### src/rtl/request_unit_pkg.sv
// Shared types for the request unit: the data word and the sequencer state.
package request_unit_pkg;

  localparam int WORD_W = 32;

  typedef logic [WORD_W-1:0] word_t;

  typedef enum logic [1:0] {
    FETCH  = 2'd0,
    DATA   = 2'd1,
    HALTED = 2'd2
  } rqstate_t;

endpackage

### src/rtl/llsc_link.sv
// Load-linked reservation: holds link_valid/link_addr and judges SC success.
// Addresses are compared at word granularity (bits below ADDR_LSB ignored, ADDR_LSB >= 1).
module llsc_link
  import request_unit_pkg::*;
#(
  parameter int ADDR_LSB = 2
) (
  input  logic  clk_i,
  input  logic  rst_ni,
  input  logic  ll_done_i,
  input  logic  sc_done_i,
  input  logic  st_done_i,
  input  word_t addr_i,
  input  logic  snoop_inv_i,
  input  word_t snoop_addr_i,
  output logic  sc_pass_o
);

  logic                       link_valid_q, link_valid_d;
  logic [WORD_W-1:ADDR_LSB]   link_addr_q, link_addr_d;
  logic                       addr_hit_s;
  logic                       snoop_hit_link_s;
  logic                       snoop_hit_new_s;
  logic                       unused_s;

  assign addr_hit_s       = (link_addr_q == addr_i[WORD_W-1:ADDR_LSB]);
  assign snoop_hit_link_s = snoop_inv_i & (link_addr_q == snoop_addr_i[WORD_W-1:ADDR_LSB]);
  assign snoop_hit_new_s  = snoop_inv_i & (addr_i[WORD_W-1:ADDR_LSB] == snoop_addr_i[WORD_W-1:ADDR_LSB]);
  assign sc_pass_o        = link_valid_q & addr_hit_s;
  assign unused_s         = ^{addr_i[ADDR_LSB-1:0], snoop_addr_i[ADDR_LSB-1:0]};

  // A new LL replaces the reservation unless a snoop kills that very word in the same cycle.
  always_comb begin
    link_valid_d = link_valid_q;
    link_addr_d  = link_addr_q;
    if (ll_done_i) begin
      link_addr_d  = addr_i[WORD_W-1:ADDR_LSB];
      link_valid_d = ~snoop_hit_new_s;
    end else if (sc_done_i | snoop_hit_link_s | (st_done_i & addr_hit_s)) begin
      link_valid_d = 1'b0;
    end else begin
      link_valid_d = link_valid_q;
    end
  end

  // Reservation registers.
  always_ff @(posedge clk_i or negedge rst_ni) begin
    if (!rst_ni) begin
      link_valid_q <= 1'b0;
      link_addr_q  <= '0;
    end else begin
      link_valid_q <= link_valid_d;
      link_addr_q  <= link_addr_d;
    end
  end

endmodule

### src/rtl/request_unit.sv
// Sequences cache requests and the PC-advance pulse for the single-cycle datapath.
// Define LLSC_EN to build the LL/SC reservation and the failing-SC path.
module request_unit
  import request_unit_pkg::*;
#(
  parameter int ADDR_LSB = 2
) (
  input  logic  CLK,
  input  logic  nRST,
  input  logic  dREN_i,
  input  logic  dWEN_i,
  input  logic  datomic_i,
  input  logic  cpu_halt_i,
  input  word_t dmemaddr_i,
  input  logic  ihit,
  input  logic  dhit,
  input  logic  snoop_inv,
  input  word_t snoop_addr,
  output logic  imemREN,
  output logic  dmemREN,
  output logic  dmemWEN,
  output logic  pc_en,
  output logic  halt,
  output word_t sc_result
);

  rqstate_t state_q, state_d;
  logic     pc_en_s;
  logic     sc_fail_s;
  logic     fail_fire_s;

  // Next state and request strobes; outputs are combinational so pc_en lands in the hit cycle.
  always_comb begin
    state_d = state_q;
    imemREN = 1'b0;
    dmemREN = 1'b0;
    dmemWEN = 1'b0;
    pc_en_s = 1'b0;
    case (state_q)
      FETCH: begin
        imemREN = 1'b1;
        if (ihit) begin
          if (cpu_halt_i) begin
            state_d = HALTED;
          end else if (sc_fail_s) begin
            pc_en_s = 1'b1;
          end else if (dREN_i | dWEN_i) begin
            state_d = DATA;
          end else begin
            pc_en_s = 1'b1;
          end
        end else begin
          state_d = FETCH;
        end
      end
      DATA: begin
        dmemWEN = dWEN_i;
        dmemREN = dREN_i & ~dWEN_i;
        if (dhit) begin
          pc_en_s = 1'b1;
          state_d = FETCH;
        end else begin
          state_d = DATA;
        end
      end
      HALTED: begin
        state_d = HALTED;
      end
      default: begin
        state_d = FETCH;
      end
    endcase
  end

  // Sequencer state register.
  always_ff @(posedge CLK or negedge nRST) begin
    if (!nRST) begin
      state_q <= FETCH;
    end else begin
      state_q <= state_d;
    end
  end

  assign pc_en       = pc_en_s & nRST;
  assign halt        = (state_q == HALTED);
  assign fail_fire_s = (state_q == FETCH) & ihit & ~cpu_halt_i & sc_fail_s & nRST;
  assign sc_result   = {{(WORD_W-1){1'b0}}, ~fail_fire_s};

`ifdef LLSC_EN
  logic sc_pass_s;
  logic data_done_s;
  logic ll_done_s;
  logic sc_done_s;
  logic st_done_s;

  assign sc_fail_s   = datomic_i & dWEN_i & ~sc_pass_s;
  assign data_done_s = (state_q == DATA) & dhit;
  assign ll_done_s   = data_done_s & datomic_i & dREN_i & ~dWEN_i;
  assign sc_done_s   = (data_done_s & datomic_i & dWEN_i) | fail_fire_s;
  assign st_done_s   = data_done_s & dWEN_i & ~datomic_i;

  llsc_link #(
    .ADDR_LSB(ADDR_LSB)
  ) u_link (
    .clk_i       (CLK),
    .rst_ni      (nRST),
    .ll_done_i   (ll_done_s),
    .sc_done_i   (sc_done_s),
    .st_done_i   (st_done_s),
    .addr_i      (dmemaddr_i),
    .snoop_inv_i (snoop_inv),
    .snoop_addr_i(snoop_addr),
    .sc_pass_o   (sc_pass_s)
  );
`else
  logic unused_s;

  assign sc_fail_s = 1'b0;
  assign unused_s  = ^{datomic_i, snoop_inv, snoop_addr, dmemaddr_i, (ADDR_LSB > 0)};
`endif

endmodule

### config.mk
export PLATFORM = sky130hd
export DESIGN_NAME = request_unit
export DESIGN_NICKNAME = d
export VERILOG_FILES = /design/src/rtl/request_unit_pkg.sv /design/src/rtl/llsc_link.sv /design/src/rtl/request_unit.sv
export SDC_FILE = /design/constraint.sdc
export NUM_CORES = 1
export LEC_CHECK = 0
export CAP_MARGIN = 20
export CORE_MARGIN = 2
export CORE_UTILIZATION = 16
export DETAILED_ROUTE_END_ITERATION = 16
export PLACE_DENSITY = 0.84
export SETUP_SLACK_MARGIN = 0.05
export SLEW_MARGIN = 15
export SYNTH_ARGS = -nofsm -noshare
export SYNTH_HDL_FRONTEND = slang
export SYNTH_SLANG_ARGS = --single-unit
### constraint.sdc
create_clock -name CLK -period 1.87 [get_ports CLK]
set_input_delay 0.374 -clock CLK [delete_from_list [all_inputs] [get_ports CLK]]
set_output_delay 0.374 -clock CLK [all_outputs]
set_load 0.02 [all_outputs]
==> out/qor.csv <==
metric,value,unit
first-pass iteration count of the detailed router,2,
Tmin final,1.79,ns
Max Clock Freq,559,MHz
crit end category,output port,
status,"finished, final reports clean",
CP Data Required Time,1.50,ns
Critical R2R Launch,state_q[0],
post-route antenna net violation count,0,
top-area cell type share of the netlist area,0.587,
Total GRT Usage,0.0447,
ant diodes,0,
largest net degree at the start of global routing,10,
"top cells by area, synth","buf_4 59%, dfrtp_1 12%, or4b_1 4.9%",
Simple-Gate Fraction of Synth Area,0.153,
Fin. Hold Viols,0,
final net count,142,
Die W,54.6,um
layout cells sized above 1,0.239,
Mean Syn Cell Area,8.02,um2
most numerous cell in the Yosys netlist,buf_4,
Die Y,54.6,um
num ports,110,
RSZ-0062 raised after global routing,false,
combinational fraction of design power,0.450,
Startpoint Class,primary input,
Root Buffer,clkbuf_4,
final core utilization,0.194,
"Reg clk slew, reported paths",0.03,ns
family with the most delay on the worst path,simple AND/OR/NAND/NOR gates,
total wire length,745,um
power share of the clock group,0.323,
Syn-to-layout area delta,16.5,%
post-synthesis cell type count,14,
reg2reg setup slack,0.50,ns
buffers added on ports,11,
H-tree depth,1,
antenna violations before repair,0,
post-synthesis mux area share,0,
delay of the slowest cell on the worst path,0.54,ns
CP cell instances,buf_6 -> or4b_4 -> o41ai_4 -> buf_4,
CTS tree,yes,
clk sink count,2,
cell taking the most area after synthesis,buf_4,
Post-Syn Area,409,um2
Final Cycle Share,0.956,
HPWL Detailed,535,um
Yosys warnings,0,
switching share of power,0.471,
Vias per Instance,3.00,
Post-Route Skew,0.00285,ns
CP bufs+invs,2,
Post-CTS Hold Buffers,0,
maximum clock path buffer count,2,
setup bufs post-CTS,0,
sequential power share,0.227,
core area,0.00245,mm2
CP max stage cell,or4b_4,
post-synthesis xor/xnor area fraction,0,
"flops & latches, synth",2,
Top reg by flops,state_q,
asr flop ratio synth,1.00,
gpl congestion,0.517,
Peak supply drop,420,uV
row cnt,18,
Max Slew Vio Count,0,
CTS buffer count,3,
fill count,275,
Critical R2R Capture,state_q[0],
DR WL/cell,7.68,um
P_int,0.000164,W
max-cap violations,0,
sequential-to-total area share from yosys stat,0.122,
largest family of logic cells by synthesized area,buffers and inverters,
Hold Slack,0.165,ns
Main synth FF type,dfrtp_1,
vias in the first global route,252,
compound-gate portion of the synthesized area,0.0734,
DRC Markers,0,
fin cells,97,
Synth Area in Adders,0,
max reg flops,2,
CP max FO,2,
gate count of the mapped netlist,51,
crit path kind,in2out,
critical path depth,4,
Reg2Reg Depth,3,
dpl cells,94,
Overflow after GRT,0,
"EDFF count, synth",0,
Worst Path Arrival,1.41,ns
Cell Pwr Density,650,mW/mm2
Final Setup Violations,0,
first-pass GRT wire length,897,um
Total Die Area,0.00298,mm2
"top cells by count, synth","32 x buf_4, 3 x nor2_1",
clk_lat worst skew,0.23,ns
initial drt markers,3,
Lkg Pwr,0.277,nW
Psw,0.000146,W
top flop regs,state_q x2,
Starting Density,0.167,
Worst Hold Class,in2async,
Via Count,291,
## logic make-up (layout without fill, tap and decap cells)
group	count (synthesis)	after routing
AO/OA/AOI/OAI	3	3
buffers and inverters	35	21
flip-flops	2	2
other	2	32
AND/OR/NAND/NOR	9	9
## repair_timing
action	4_1_cts	5_1_grt
setup endpoints to repair	5	2
gates resized for setup	28	6
pin swaps	2	1
## layer usage
layer	track usage	share of wire
met1	0.0227	0.29
met2	0.104	0.57
met3	0.00273	0.14
met4	0.0500	0
met5	0	0
## final cells by class
type	instances	area, um2	area share
Clock buffer	3	22.5	0.0472
Inverter	2	7.51	0.0157
Multi-Input combinational cell	44	228	0.478
Sequential cell	2	50.0	0.105
Tap cell	30	37.5	0.0787
Timing Repair Buffer	16	131	0.276
## tightest hold or removal path: cells and delay by family
family / cells / cell delay (ns)
buf+inv: 3 / 0.33
## cells in the final DEF (no fill, tap or decap), types with 2 or more instances in the layout
cell	n
conb_1	32
buf_4	6
nor2_1	3
clkbuf_4	3
dlygate4sd2_1	3
inv_1	2
buf_2	2
buf_6	2
dfrtp_1	2
## power groups by stage
stage               sequential (W)  combinational, W  clock [W]
finish                   0.0000703          0.000140   0.000100
global route             0.0000719          0.000153   0.000107
CTS                      0.0000673          0.000138   0.000107
global placement         0.0000674          0.000148          0
floorplan                0.0000564          0.000165          0
detailed placement       0.0000679          0.000148          0
## worst max-delay path by stage
stage	from	end	slack, ns
global placement	dREN_i	pc_en	-0.67
finish	dWEN_i	pc_en	0.08
floorplan	cpu_halt_i	pc_en	0.13
CTS	dWEN_i	pc_en	-0.01
detailed placement	dREN_i	pc_en	-0.70
global route	dWEN_i	pc_en	0.05
## stage by stage
stage,setup TNS (ns),total power (W),cell area [um2],setup slack [ns]
after floorplan,0,0.000222,522,0.128
after global placement,-1.26,0.000215,455,-0.672
after detailed placement,-1.32,0.000216,455,-0.695
after CTS,-0.0111,0.000312,464,-0.0111
after global routing,0,0.000332,477,0.0520
final,0,0.000310,477,0.0817
(Power assumes the default switching activity.)
